==> src/rtl/alu_muldiv.sv <==
// MIPS-style ALU with a shared multi-cycle shift-add multiplier / restoring divider writing HI/LO.
// Define ALU_MULDIV_SIGNED_EN to add signed MULT/DIV (sign-magnitude around the unsigned datapath).
module alu_muldiv #(
   parameter int WIDTH = 32
) (
   input  logic             clk,
   input  logic             rst,
   input  logic [WIDTH-1:0] op1,
   input  logic [WIDTH-1:0] op2,
   input  logic [5:0]       control,
   input  logic             start,
   output logic [WIDTH-1:0] result,
   output logic             zero,
   output logic             busy,
   output logic             done,
   output logic [WIDTH-1:0] hi,
   output logic [WIDTH-1:0] lo
);
   localparam logic [5:0] F_ADD   = 6'b100000;
   localparam logic [5:0] F_SUB   = 6'b100010;
   localparam logic [5:0] F_AND   = 6'b100100;
   localparam logic [5:0] F_OR    = 6'b100101;
   localparam logic [5:0] F_XOR   = 6'b100110;
   localparam logic [5:0] F_NOR   = 6'b100111;
   localparam logic [5:0] F_SLTU  = 6'b101011;
   localparam logic [5:0] F_MFHI  = 6'b010000;
   localparam logic [5:0] F_MFLO  = 6'b010010;
   localparam logic [5:0] F_MULTU = 6'b011001;
   localparam logic [5:0] F_DIVU  = 6'b011011;
`ifdef ALU_MULDIV_SIGNED_EN
   localparam logic [5:0] F_MULT  = 6'b011000;
   localparam logic [5:0] F_DIV   = 6'b011010;
`endif

   localparam logic [1:0] ST_IDLE = 2'd0;
   localparam logic [1:0] ST_RUN  = 2'd1;
   localparam logic [1:0] ST_DONE = 2'd2;

   localparam int CW = $clog2(WIDTH);

   logic [1:0]         state_q, state_d;
   logic [CW-1:0]      cnt_q, cnt_d;
   logic [2*WIDTH-1:0] prod_q, prod_d;
   logic [WIDTH-1:0]   divisor_q, divisor_d;
   logic               div_q, div_d;
   logic               neg_q, neg_d;
   logic               rneg_q, rneg_d;
   logic [WIDTH-1:0]   hi_q, hi_d;
   logic [WIDTH-1:0]   lo_q, lo_d;

   logic               is_mul, is_div, is_sgn, accept;
   logic               neg1, neg2;
   logic [WIDTH-1:0]   mag1, mag2;
   logic [WIDTH:0]     mul_sum;
   logic [WIDTH:0]     rem_sh;
   logic [WIDTH-1:0]   rem_diff;
   logic               rem_ge;
   logic [2*WIDTH-1:0] step_next;
   logic [WIDTH-1:0]   fin_hi, fin_lo;

   always_comb begin
      is_mul = (control == F_MULTU);
      is_div = (control == F_DIVU);
      is_sgn = 1'b0;
`ifdef ALU_MULDIV_SIGNED_EN
      if (control == F_MULT) begin
         is_mul = 1'b1;
         is_sgn = 1'b1;
      end
      if (control == F_DIV) begin
         is_div = 1'b1;
         is_sgn = 1'b1;
      end
`endif
   end

   assign accept = start && (state_q != ST_RUN) && (is_mul || is_div);
   assign neg1   = is_sgn & op1[WIDTH-1];
   assign neg2   = is_sgn & op2[WIDTH-1];
   assign mag1   = neg1 ? ('0 - op1) : op1;
   assign mag2   = neg2 ? ('0 - op2) : op2;

   // prod_q holds {partial, multiplier} for MUL and {remainder, dividend/quotient} for DIV.
   assign mul_sum  = {1'b0, prod_q[2*WIDTH-1:WIDTH]} + (prod_q[0] ? {1'b0, divisor_q} : '0);
   assign rem_sh   = {prod_q[2*WIDTH-1:WIDTH], prod_q[WIDTH-1]};
   assign rem_ge   = (rem_sh >= {1'b0, divisor_q});
   assign rem_diff = rem_sh[WIDTH-1:0] - divisor_q;

   always_comb begin
      if (div_q)
         step_next = {(rem_ge ? rem_diff : rem_sh[WIDTH-1:0]), prod_q[WIDTH-2:0], rem_ge};
      else
         step_next = {mul_sum, prod_q[WIDTH-1:1]};
   end

   always_comb begin
      fin_hi = step_next[2*WIDTH-1:WIDTH];
      fin_lo = step_next[WIDTH-1:0];
      if (div_q) begin
         if (neg_q)
            fin_lo = '0 - step_next[WIDTH-1:0];
         if (rneg_q)
            fin_hi = '0 - step_next[2*WIDTH-1:WIDTH];
      end else if (neg_q) begin
         {fin_hi, fin_lo} = (2*WIDTH)'(0) - step_next;
      end
   end

   always_comb begin
      state_d   = state_q;
      cnt_d     = cnt_q;
      prod_d    = prod_q;
      divisor_d = divisor_q;
      div_d     = div_q;
      neg_d     = neg_q;
      rneg_d    = rneg_q;
      hi_d      = hi_q;
      lo_d      = lo_q;
      case (state_q)
         ST_RUN: begin
            prod_d = step_next;
            cnt_d  = cnt_q + CW'(1);
            if (cnt_q == CW'(WIDTH - 1)) begin
               state_d = ST_DONE;
               cnt_d   = '0;
               hi_d    = fin_hi;
               lo_d    = fin_lo;
            end
         end
         ST_DONE: state_d = ST_IDLE;
         default: state_d = ST_IDLE;
      endcase
      if (accept) begin
         cnt_d     = '0;
         prod_d    = {{WIDTH{1'b0}}, mag1};
         divisor_d = mag2;
         div_d     = is_div;
         neg_d     = neg1 ^ neg2;
         rneg_d    = neg1 & is_div;
         state_d   = ST_RUN;
         // Divide by zero bypasses the datapath and reports immediately.
         if (is_div && (op2 == '0)) begin
            state_d = ST_DONE;
            hi_d    = op1;
            lo_d    = '1;
         end
      end
   end

   always_ff @(posedge clk) begin
      if (rst) begin
         state_q   <= ST_IDLE;
         cnt_q     <= '0;
         prod_q    <= '0;
         divisor_q <= '0;
         div_q     <= 1'b0;
         neg_q     <= 1'b0;
         rneg_q    <= 1'b0;
         hi_q      <= '0;
         lo_q      <= '0;
      end else begin
         state_q   <= state_d;
         cnt_q     <= cnt_d;
         prod_q    <= prod_d;
         divisor_q <= divisor_d;
         div_q     <= div_d;
         neg_q     <= neg_d;
         rneg_q    <= rneg_d;
         hi_q      <= hi_d;
         lo_q      <= lo_d;
      end
   end

   always_comb begin
      result = '0;
      case (control)
         F_ADD:   result = op1 + op2;
         F_SUB:   result = op1 - op2;
         F_AND:   result = op1 & op2;
         F_OR:    result = op1 | op2;
         F_XOR:   result = op1 ^ op2;
         F_NOR:   result = ~(op1 | op2);
         F_SLTU:  result[0] = (op1 < op2);
         F_MFHI:  result = hi_q;
         F_MFLO:  result = lo_q;
         default: result = '0;
      endcase
   end

   assign zero = (result == '0);
   assign busy = (state_q == ST_RUN);
   assign done = (state_q == ST_DONE);
   assign hi   = hi_q;
   assign lo   = lo_q;
endmodule

==> config.mk <==
export PLATFORM = sky130hd
export DESIGN_NAME = alu_muldiv
export DESIGN_NICKNAME = d
export VERILOG_FILES = /design/src/rtl/alu_muldiv.sv
export SDC_FILE = /design/constraint.sdc
export NUM_CORES = 1
export LEC_CHECK = 0
export CAP_MARGIN = 10
export CELL_PAD_IN_SITES_DETAIL_PLACEMENT = 0
export CELL_PAD_IN_SITES_GLOBAL_PLACEMENT = 1
export CORE_MARGIN = 2
export CORE_UTILIZATION = 26
export CTS_CLUSTER_DIAMETER = 150
export DETAILED_ROUTE_END_ITERATION = 10
export HOLD_SLACK_MARGIN = 0.1
export PLACE_DENSITY = 0.57
export SLEW_MARGIN = 10
export SYNTH_ARGS = -nofsm -noshare
export SYNTH_HDL_FRONTEND = slang
export SYNTH_SLANG_ARGS = --single-unit
==> constraint.sdc <==
create_clock -name clk -period 11.2 [get_ports clk]
set_input_delay 2.24 -clock clk [delete_from_list [all_inputs] [get_ports clk]]
set_output_delay 2.24 -clock clk [all_outputs]
set_load 0.005 [all_outputs]
==> flow_summary.rst <==
.. list-table::
   :header-rows: 1

   * - Metric
     - Value
   * - Run status
     - finished, final reports clean
   * - Fraction of final layout cells with drive strength greater than 1
     - 5.481%
   * - Reported leakage power
     - 7.904 nW
   * - Transition time at the pin with the least slew margin
     - 1081 ps
   * - Congestion Overflow GR
     - 0
   * - Min-Delay Path Class
     - reg2reg
   * - Synthesized instance count
     - 2384
   * - Critical Path Source Type
     - input pin
   * - Detailed router's first-iteration violation count
     - 1540
   * - Async set-reset flop share out of synthesis
     - 0%
   * - First-pass GRT wire length
     - 114400 um
   * - Switching power as a share of total power
     - 34.79%
   * - Kind of critical path
     - in2out
   * - Register bit count reported by yosys
     - 168
   * - Nets
     - 2706
   * - Internal power
     - 0.001107 W
   * - Mapped Nets
     - 2640
   * - Maximum count of clock buffers along a single path
     - 2
   * - Worst-path cell with the longest stage delay
     - sky130_fd_sc_hd__clkdlybuf4s50_1
   * - Pwr Density
     - 84.52 mW/mm^2
   * - Ys flop type
     - sky130_fd_sc_hd__dfxtp_1
   * - First-pass iteration count of the detailed router
     - 6
   * - Setup violators final
     - 0
   * - Max Cap Violations
     - 0
   * - Pre-CTS worst setup slack
     - 974.1 ps
   * - Setup TNS Final
     - 0 ps
   * - Count of hold buffers inserted by post-cts repair
     - 0
   * - Capturing element type of the critical path
     - output port
   * - Combinational Power Share
     - 29.5%
   * - Total of cells resized after clock tree synthesis
     - 0
   * - Antenna Violating Nets Remaining
     - 0
   * - Fillcell total
     - 6994
   * - Cts bufs inserted
     - 17
   * - Share of the yosys chip area belonging to registers
     - 19.70%
   * - Crit path arrival time
     - 8040 ps
   * - Clock tree from TritonCTS
     - done
   * - Final standard cell count with taps included and fillers excluded
     - 3318
   * - Highest clock rate
     - 97.27 MHz
   * - Ratio of final minimum period to clock period
     - 91.79%
   * - Cell-by-cell trace of the critical path
     - clkdlybuf4s50_1 > ha_1 > fa_1 > o21bai_2 > a211oi_1 > a32o_1 > o21ai_0 > o2111ai_1 > nor4_1 > or4b_1 > or4_1 > nor4_1 > nand4b_1 > nor4b_2 > clkdlybuf4s50_1
   * - Unrepaired setup endpoints after global routing
     - no
   * - Final worst setup slack
     - 919.1 ps
   * - Vias per cell
     - 5.561
   * - Count of buffers from port buffering
     - 171
   * - DP Wirelength
     - 60640 um
   * - Wire length per cell after detailed routing
     - 23.27 um
   * - Width of the die
     - 260.2 um
   * - Number of antenna violations at the first check in global routing
     - 1
   * - CORE AREA
     - 0.06470 sq mm
   * - Net Sw Power
     - 0.0005905 W
   * - Placed Instances
     - 3286
   * - Largest clock skew in the final design
     - 17.99 ps
   * - Number of H-tree levels
     - 4
   * - CTS sink count
     - 168
   * - Post-route minimum period
     - 10280 ps
   * - Mean cell area of the mapped netlist
     - 7.161 sq um
   * - Die Height
     - 260.2 um
   * - Detailed-route via count
     - 18450
   * - Yosys synthesis warning count
     - 0
   * - Post-synthesis instance area
     - 0.01707 sq mm
   * - Setup slack of the most critical reg-to-reg path
     - 6350 ps
   * - Synth-to-layout area growth
     - 17.66%
   * - Final wirelength
     - 77200 um
   * - GRT Total Usage
     - 22.13%
   * - Distinct cell type count of the synthesized netlist
     - 86
   * - IO Pins
     - 172
   * - Critical path data required time
     - 8960 ps
   * - Setup fix buffers added after clock tree synthesis
     - 0
   * - Slowest Stage Delay on Critical Path
     - 670 ps
   * - Vias in the first global route
     - 17660
   * - Highest ir drop seen on vdd
     - 0.1165 mV
   * - Number of slew-limit violations in the final report
     - 0
   * - Post-route DRC
     - 0
   * - Clk_lat worst skew
     - 450 ps
   * - CTS Root Buffer Type
     - sky130_fd_sc_hd__clkbuf_16
   * - Initial Utilization
     - 26.39%
   * - # diodes
     - 0
   * - Largest net degree at the start of global routing
     - 79
   * - Share of total power in the clock network
     - 35.1%
   * - Number of hold violations in the final report
     - 0
   * - Largest fanout on the critical path
     - 5
   * - Final cell utilization of the core
     - 31.05%
   * - Total die area
     - 0.06772 sq mm
   * - Clk slew on worst S/H paths
     - 70 ps
   * - Row cnt
     - 93
   * - Number of enable flip-flop cells after synthesis
     - 0
   * - Placer Congestion
     - 0.9282
   * - Worst relative slew slack
     - 26.76%
   * - Share of power burned in registers
     - 35.5%
[per-stage QoR]
stage                     total power (W)  hold WS (ps)  cell area [sq um]
after floorplan                 0.0009109         436.3              17070
after global placement           0.001108         443.2              19510
after detailed placement         0.001107         456.1              19510
after CTS                        0.001708         467.0              20090
after global routing             0.001772         489.1              20090
final                            0.001698         463.6              20090
[synth_stat cells (all sizes together), types with 27 or more instances]
cell	count	area share, %
ha	179	13
inv	145	3.2
xnor2	36	1.8
mux2	38	2.5
nor2	162	3.6
a211oi	35	1.6
dfxtp	168	20
nor3	38	1.1
a22oi	52	2.3
o211ai	41	1.8
o21ai	108	3.2
and2	40	1.5
nand2	366	8.0
nand3	55	1.6
buf	27	0.68
clkbuf	126	2.8
a21o	42	1.8
a221oi	29	1.5
a21oi	231	6.8
nand4	28	1.0
a31oi	62	2.3
[kinds of logic after synthesis]
| logic type | count (synthesis) | share of synthesized area (%) |
|---|---|---|
| AOI/OAI and AO/OA | 789 | 30.97 |
| xor gates and xnor gates | 55 | 2.822 |
| adders and majority gates | 183 | 13.59 |
| buffers and inverters | 299 | 6.662 |
| DFF | 168 | 19.70 |
| muxes | 59 | 3.738 |
| and+or+nand+nor | 831 | 22.52 |
[area by class of cell]
cell class / count / area, sq um / area share [%]
tap: 855 / 1070 / 5.326
multi-input combinational: 1917 / 12600 / 62.74
inverter: 146 / 548.0 / 2.728
timing repair buffer: 200 / 1927 / 9.593
clock buffer: 20 / 456.7 / 2.274
sequential: 168 / 3367 / 16.76
clock inverter: 12 / 116.4 / 0.5793
[worst max-delay path, delay by kind of cell]
family	cells	cell delay, ps
adder cells (fa/ha/maj)	2	810
buffers and inverters	2	1210
AND/OR/NAND/NOR	6	2610
AO/OA/AOI/OAI	5	1150
[per-layer routing]
layer / vias to the layer above / part of all wire (%) / global-route usage (%)
li1: 8839 / - / -
met1: 8934 / 47 / 30.83
met2: 605 / 45 / 36.07
met3: 75 / 5.2 / 2.281
met4: 0 / 2.4 / 6.159
met5: - / 0 / 0
[path summary, 6_finish.rpt]
| check | cells after the start | endpoint | start |
|---|---|---|---|
| setup reg to reg | 14 | hi[22]$_SDFF_PP0_ | divisor_q[24]$_SDFFE_PP0P_ |
| hold / removal | 2 | cnt_q[4]$_SDFFE_PP0P_ | cnt_q[4]$_SDFFE_PP0P_ |
| hold reg to reg | 2 | cnt_q[4]$_SDFFE_PP0P_ | cnt_q[4]$_SDFFE_PP0P_ |
| setup / recovery | 15 | zero | op2[0] |
[layout by cell type (no fill, tap or decap), types with 55 or more instances in the layout]
cell type	instances
sky130_fd_sc_hd__nand2_1	364
sky130_fd_sc_hd__ha_1	179
sky130_fd_sc_hd__a31oi_1	62
sky130_fd_sc_hd__dfxtp_1	167
sky130_fd_sc_hd__a21oi_1	231
sky130_fd_sc_hd__o21ai_0	108
sky130_fd_sc_hd__clkdlybuf4s50_1	170
sky130_fd_sc_hd__inv_1	145
sky130_fd_sc_hd__nand3_1	55
sky130_fd_sc_hd__nor2_1	157
[power by group through the flow]
stage	registers (W)	clock network, W	logic [W]
floorplan	0.000615	0	0.000296
global placement	0.000616	0	0.000492
detailed placement	0.000616	0	0.000491
CTS	0.000602	0.000613	0.000493
global route	0.000602	0.000629	0.000540
finish	0.000602	0.000595	0.000500
[registers in the layout, indices dropped and copies added (netlist names)]
signal	flops
hi	32
cnt_q	5
lo	32
state_q	2
prod_q	64
divisor_q	32
div_q	1
Power figures use the tool's default switching activity.
